`config.mk`:
```
export PLATFORM = sky130hd
export DESIGN_NAME = maint_sched
export DESIGN_NICKNAME = d
export VERILOG_FILES = /design/src/rtl/maint_sched.sv
export SDC_FILE = /design/constraint.sdc
export NUM_CORES = 1
export LEC_CHECK = 0
export BUFFER_PORTS_ARGS = -buffer_cell sky130_fd_sc_hd__buf_2
export CAP_MARGIN = 20
export CORE_MARGIN = 2
export CORE_UTILIZATION = 55
export CTS_CLUSTER_DIAMETER = 100
export CTS_CLUSTER_SIZE = 24
export DETAILED_ROUTE_END_ITERATION = 7
export PLACE_DENSITY = 0.75
export SYNTH_ARGS = -nofsm -noshare
export SYNTH_HDL_FRONTEND = slang
export SYNTH_SLANG_ARGS = --single-unit
```
`constraint.sdc`:
```
create_clock -name clk -period 3.65 [get_ports clk]
set_input_delay 0.1825 -clock clk [delete_from_list [all_inputs] [get_ports clk]]
set_output_delay 0.1825 -clock clk [all_outputs]
set_load 0.02 [all_outputs]
```
`src/rtl/maint_sched.sv`:
```
// maint_sched: DDR3 refresh / ZQ / periodic-read interval timers and one-at-a-time maintenance request arbiter
module maint_sched #(
    parameter int CNT_WIDTH    = 28,
    parameter int MAX_POSTPONE = 8
) (
    input  logic                 clk,
    input  logic                 rst,
    input  logic                 ref_en,
    input  logic                 zq_en,
    input  logic                 prd_en,
    input  logic [CNT_WIDTH-1:0] trefi,
    input  logic [CNT_WIDTH-1:0] tzqi,
    input  logic [CNT_WIDTH-1:0] tprd,
    input  logic                 dispatcher_idle,
    input  logic                 host_rd,
    output logic                 autoref_req,
    input  logic                 autoref_ack,
    output logic                 zq_req,
    input  logic                 zq_ack,
    output logic                 pr_rd_req,
    input  logic                 periodic_read_lock,
    output logic                 host_stall,
    output logic [3:0]           ref_pending,
    output logic                 ref_overflow
);
    typedef enum logic [1:0] {S_IDLE, S_REF, S_ZQ, S_PRD} state_t;

    localparam logic [3:0] MAX_P = 4'(MAX_POSTPONE);

    state_t state, state_nx;
    logic [CNT_WIDTH-1:0] ref_cnt, zq_cnt, prd_cnt;
    logic ref_act, zq_act, prd_act;
    logic ref_exp, zq_exp, prd_exp;
    logic prd_rld, ref_dec, urgent, zq_pend, prd_pend;

    assign ref_act = ref_en && trefi != '0;
    assign zq_act  = zq_en && tzqi != '0;
    assign prd_act = prd_en && tprd != '0;
    assign ref_exp = ref_act && ref_cnt == '0;
    assign zq_exp  = zq_act && zq_cnt == '0;
    assign prd_exp = prd_act && prd_cnt == '0;
    // a host read already does the job of a periodic read, as does a completed one
    assign prd_rld = (host_rd && state != S_PRD) || (state == S_PRD && periodic_read_lock);
    assign ref_dec = autoref_ack && ref_pending != '0;
    assign urgent  = ref_pending == MAX_P;

    // interval down-counters: held at reload while inactive, reload on expiry
    always_ff @(posedge clk) begin
        if (rst) begin
            ref_cnt <= trefi - CNT_WIDTH'(1);
            zq_cnt  <= tzqi - CNT_WIDTH'(1);
            prd_cnt <= tprd - CNT_WIDTH'(1);
        end else begin
            ref_cnt <= (!ref_act || ref_exp) ? trefi - CNT_WIDTH'(1) : ref_cnt - CNT_WIDTH'(1);
            zq_cnt  <= (!zq_act || zq_exp) ? tzqi - CNT_WIDTH'(1) : zq_cnt - CNT_WIDTH'(1);
            prd_cnt <= (!prd_act || prd_exp || prd_rld) ? tprd - CNT_WIDTH'(1) : prd_cnt - CNT_WIDTH'(1);
        end
    end

    // postponed-refresh queue; an expiry with a full queue is lost and flagged
    always_ff @(posedge clk) begin
        if (rst) begin
            ref_pending  <= '0;
            ref_overflow <= 1'b0;
        end else if (!ref_en) begin
            ref_pending <= '0;
        end else if (ref_exp && !ref_dec) begin
            if (urgent)
                ref_overflow <= 1'b1;
            else
                ref_pending <= ref_pending + 4'd1;
        end else if (!ref_exp && ref_dec) begin
            ref_pending <= ref_pending - 4'd1;
        end
    end

    // ZQ and periodic-read pending flags
    always_ff @(posedge clk) begin
        if (rst) begin
            zq_pend  <= 1'b0;
            prd_pend <= 1'b0;
        end else begin
            zq_pend  <= zq_en && (zq_exp || (zq_pend && !(state == S_IDLE && state_nx == S_ZQ)));
            prd_pend <= prd_en && !prd_rld && (prd_exp || prd_pend);
        end
    end

    // FSM state register
    always_ff @(posedge clk) begin
        if (rst)
            state <= S_IDLE;
        else
            state <= state_nx;
    end

    // arbitration in idle; each service state waits for its own ack
    always_comb begin
        state_nx = state;
        unique case (state)
            S_IDLE: state_nx = urgent ? S_REF :
                               (prd_pend && dispatcher_idle) ? S_PRD :
                               (zq_pend && dispatcher_idle) ? S_ZQ :
                               (ref_pending != '0 && dispatcher_idle) ? S_REF : S_IDLE;
            S_REF:  state_nx = autoref_ack ? S_IDLE : S_REF;
            S_ZQ:   state_nx = zq_ack ? S_IDLE : S_ZQ;
            S_PRD:  state_nx = periodic_read_lock ? S_IDLE : S_PRD;
            default: state_nx = S_IDLE;
        endcase
    end

    assign autoref_req = state == S_REF;
    assign zq_req      = state == S_ZQ;
    assign pr_rd_req   = state == S_PRD;
    assign host_stall  = urgent || state != S_IDLE;
endmodule

```
Word level (Yosys, flattened, before mapping):

Cells that the tools add are included.

* logic and storage cells: 88
* input bits: 94
* flip-flop bits (word level): 93

* muxes and demuxes: 17
* equality and inequality tests: 7
* $add $sub $neg: 8
* reductions and logical operators: 47
* bitwise logic cells: 1

Operators by type and width (number)
* 2-to-1 mux 28 bit: 6
* subtractor 28 x 1 -> 28 bit (second input constant): 6
* zero test 28 bit: 3
* nonzero test 28 bit: 3
* logical AND 1 bit: 19
* 2-to-1 mux 4 bit: 3
* 2-to-1 mux 2 bit: 5
* logical OR 1 bit: 8
* case mux 2 bit (4 select lines): 1
* zero test 1 bit: 7
* == test 2 bit (second input constant): 3
* adder 4 x 1 -> 4 bit (second input constant): 1
* == test 4 bit (second input constant): 1
* != test 2 bit (second input constant): 2
* nonzero test 2 bit: 2
* nonzero test 4 bit: 1
* subtractor 4 x 1 -> 4 bit (second input constant): 1
* AND reduction 3 bit: 1
* == test 2 x 1 -> 1 bit (second input constant): 1
* zero test 2 bit: 1
* 2-to-1 mux 1 bit: 2
* AND reduction 2 bit: 1
* OR reduction 2 bit: 1
* inverter 1 bit: 1

Depth between registers and ports, before layout:

* depth after elaboration: 13
* mapped depth: 13
* mapped depth without buffers: 12

Worst setup path before layout:

OpenSTA, ideal clock, no wires.

* path kind: register to register
* start point: register ref_cnt[19]
* end point: register ref_pending[3]
* setup slack: 496 ps
* library setup time: 74 ps
* arrival: 3080 ps
* cell stages (with the launch flop): 12
* path buffers: 1
* cells stage by stage: dfxtp_1 > or4_4 > or4_4 > a311oi_2 > buf_6 > nand2_1 > ha_1 > a21o_1 > a21o_1 > nor4b_1 > mux2i_1 > a31oi_1

* cells in the longest elaborated chain, start to end: 6
* elaborated cells between the ends (all ways): 9
* those cells by class: eq/ne: 1; mux: 1; reduce/logical: 7

RTL lines
* start, declared: RTL line 31 `logic [CNT_WIDTH-1:0] ref_cnt, zq_cnt, prd_cnt;`
* start signal, assigned: RTL line 50 `ref_cnt <= trefi - CNT_WIDTH'(1);`
* start signal, assigned: RTL line 54 `ref_cnt <= (!ref_act || ref_exp) ? trefi - CNT_WIDTH'(1) : ref_cnt - CNT_WIDTH'(1);`
* zero test 28 bit *: RTL line 39 `assign ref_exp = ref_act && ref_cnt == '0;`
* logical AND 1 bit *: RTL line 39
* zero test 1 bit: RTL line 72 `end else if (!ref_exp && ref_dec) begin`
* logical AND 1 bit: RTL line 72
* nonzero test 2 bit (no source line)
* AND reduction 2 bit (no source line)
* end signal, assigned: RTL line 71 `ref_pending <= ref_pending + 4'd1;`
* end signal, assigned: RTL line 73 `ref_pending <= ref_pending - 4'd1;`
* end, declared: RTL line 23 `output logic [3:0] ref_pending,`

Mark *: on every way between the ends. The rest lies on a longest branch, timed or not.
A chain may end at the register's enable or synchronous reset.

Final worst setup path:

Ends and elaborated chain as after synthesis.

==> out/metrics.yaml <==
core_region_area_um2: 11500
synth_top_family_by_area: "simple AND/OR/NAND/NOR gates"
grt_max_degree: 29
final_cell_mix: "buf_2 (102), dfxtp_1 (93), mux2i_1 (88)"
synthSimpleGateAreaFrac_pct: 28.3
synth.avg_cell_area_um2: 8.84
synth_mux_area_share_pct: 14.1
multi_input_area_um2: 4500
hold_ws_ns: 0.0757
io_buffers: 102
grt_pass1_vias: 5662
path_class: "reg2reg"
holdPathStages: 2
start_kind: "flip-flop"
setup_viol: 0
cts-buffers-inserted: 9
synth.distinct_cells: 55
synth_xor_area_share_pct: 20.3
syn_area_um2: 6560
cts-root-buf: "clkbuf_16"
dp_hpwl_mm: 11.9
die_area_um2: 12800
switching_power_w: 0.000678
drv_slew: 0
seq_area_um2: 1860
viasPerCell: 5.85
cts_hold_buf: 0
drv_cap: 0
synth-main-ff-cell: "dfxtp_1"
status: "complete, but fails checks"
worst_pin_slew_ns: 0.797
grt_first_pass_wirelength_mm: 26.0
finClkSkew_ns: 0.00498
internal-power_w: 0.00186
mostFrequentLayoutCell: "buf_2"
violations: "DRC"
max_slew_margin_pct: 46.8
num-fill-cells: 980
cp_max_fo: 5
firstDrtPassIters: 6
p_leak_nw: 2.70
critPathArrivalTime_ns: 3.55
cts_max_path_buffers: 2
avgRoutedWirePerCell_um: 15.6
finalCritPeriodShare_pct: 90.0
hold_class: "in2reg"
ys_ff_latch: 93
crit_required_ns: 3.92
yosys_warnings: 0
htree_levels: 3
setup-tns-final_ns: 0
vdd_drop_max_mv: 0.223
switching_share_pct: 26.7
postRouteAntennaNets: 0
die_h_um: 113
synthAdderAreaFrac_pct: 2.78
grt.overflow.total: 0
slowest_delay_ns: 0.59
fin_crit_ns: 3.29
clk_latency_ns: 0.34
path_buf_inv: 0
synthCells: 742
reg2reg_depth: 10
cp_slowest_cell: "or4_4"
drtIter0Drc: 193
power_density_nw_per_um2: 339
synth_compound_area_share_pct: 3.01
synth-edff-count: 0
post_cts_buffers: 0
drive_gt1_share_pct: 17.3
crit_path_end_kind: "flip-flop"
path_cells: "or4_4 > or4_4 > a311oi_2 > nand2_1 > ha_1 > a21o_1 > a21o_1 > nor4b_1 > mux2i_1 > a31oi_1"
area_delta_synth_final_pct: 13.9
antenna_found_initial: 1
report.final.hold_viol_count: 0
nets: 947
yosysSeqAreaShare_pct: 28.4
num_vias: 5778
clock-sinks: 93
rsz0062_at_grt: "false"
cts_tree: "built"
ios: 103
fp.dieW_um: 113
fmax_mhz: 304
grtUsageTotal_pct: 24.5
rows: 39
synth-async-reset-ratio_pct: 0
cts_resized: 0
clkPwrFrac_pct: 36.6
fin_total_pwr_w: 0.00254
routabilityCongestion: 0.872
synth_fp_nets: 850
floorplan.initialDensity_pct: 57.0
totalWireLength_mm: 15.4
power_frac_comb_pct: 16.2
sequentialPowerShare_pct: 47.2
path_clk_slew_ns: 0.06
drc: 7
path_delay_family: "simple AND/OR/NAND/NOR gates"
path_depth: 10
[stage by stage]
stage / instances / setup slack [ns] / area (um2) / utilization [%]
after floorplan: 742 / 0.496 / 6560 / -
after global placement: 971 / 0.558 / 7180 / 62.3
after detailed placement: 971 / 0.459 / 7180 / 62.3
after CTS: 987 / 0.365 / 7470 / 64.9
after global routing: 988 / 0.147 / 7470 / 64.9
final: 988 / 0.363 / 7470 / 64.9
[power by group through the flow]
stage / registers [W] / logic (W) / clock network, W
6_report: 0.00120 / 0.000412 / 0.000928
5_1_grt: 0.00121 / 0.000460 / 0.000990
4_1_cts: 0.00120 / 0.000413 / 0.000947
3_5_place_dp: 0.00122 / 0.000409 / 0
3_3_place_gp: 0.00121 / 0.000393 / 0
2_1_floorplan: 0.00120 / 0.000274 / 0
[area by class of cell]
| type | instances | area share [%] |
|---|---|---|
| antenna | 1 | 0.0335 |
| clock inverter | 4 | 0.636 |
| tap | 143 | 2.39 |
| clock buffer | 12 | 3.30 |
| inverter | 15 | 0.753 |
| sequential | 93 | 24.9 |
| timing repair buffer | 111 | 7.73 |
| multi-input combinational | 609 | 60.2 |
[final timing paths]
check	from	end	slack (ns)
worst min-delay path	tprd[0]	prd_cnt[0]	0.08
worst max-delay path	ref_cnt[19]	ref_pending[3]	0.36
worst max register to register	ref_cnt[19]	ref_pending[3]	0.36
worst min register to register	zq_pend	zq_pend	0.48
[cell families after synthesis]
family | Yosys count
multiplexers | 92
buffers and inverters | 40
XOR/XNOR | 152
adder cells (fa/ha/maj) | 14
AND/OR/NAND/NOR | 324
AO/OA/AOI/OAI | 27
flip-flops | 93
[synthesized netlist by cell type, types with 3 or more instances]
| cell | instances | area share (%) |
|---|---|---|
| nor2b_1 | 11 | 1.0 |
| nor4b_1 | 7 | 0.93 |
| nor4_1 | 46 | 4.4 |
| nor3_1 | 51 | 3.9 |
| nand4_1 | 20 | 1.9 |
| mux2_2 | 4 | 0.69 |
| or4_1 | 18 | 2.1 |
| dfxtp_1 | 93 | 28 |
| and4_1 | 3 | 0.40 |
| inv_1 | 15 | 0.86 |
| nand4b_1 | 6 | 0.80 |
| a31oi_1 | 6 | 0.57 |
| xor2_1 | 69 | 9.2 |
| clkbuf_1 | 14 | 0.80 |
| buf_6 | 6 | 1.0 |
| mux2i_1 | 88 | 13 |
| xnor2_1 | 83 | 11 |
| nor2_1 | 51 | 2.9 |
| nand2_1 | 35 | 2.0 |
| nand2b_1 | 7 | 0.67 |
| and2_1 | 4 | 0.38 |
| o21ai_0 | 3 | 0.23 |
| nand3b_1 | 9 | 1.0 |
| buf_2 | 3 | 0.23 |
| nand3_1 | 20 | 1.5 |
| ha_1 | 13 | 2.5 |
| or3_1 | 15 | 1.4 |
| nor3b_1 | 6 | 0.69 |
[registers in the layout, indices dropped and copies added, names as in the netlist]
signal	count
ref_pending	4
state	2
ref_cnt	28
prd_pend	1
zq_pend	1
zq_cnt	28
prd_cnt	28
ref_overflow	1
[per-layer routing]
layer | track usage, % | vias to the layer above | share of wire, %
li1 | - | 2898 | -
met1 | 31.1 | 2722 | 45
met2 | 43.1 | 143 | 49
met3 | 4.18 | 15 | 4.4
met4 | 6.59 | 0 | 1.1
met5 | 0 | - | 0
(Power assumes the default switching activity.)
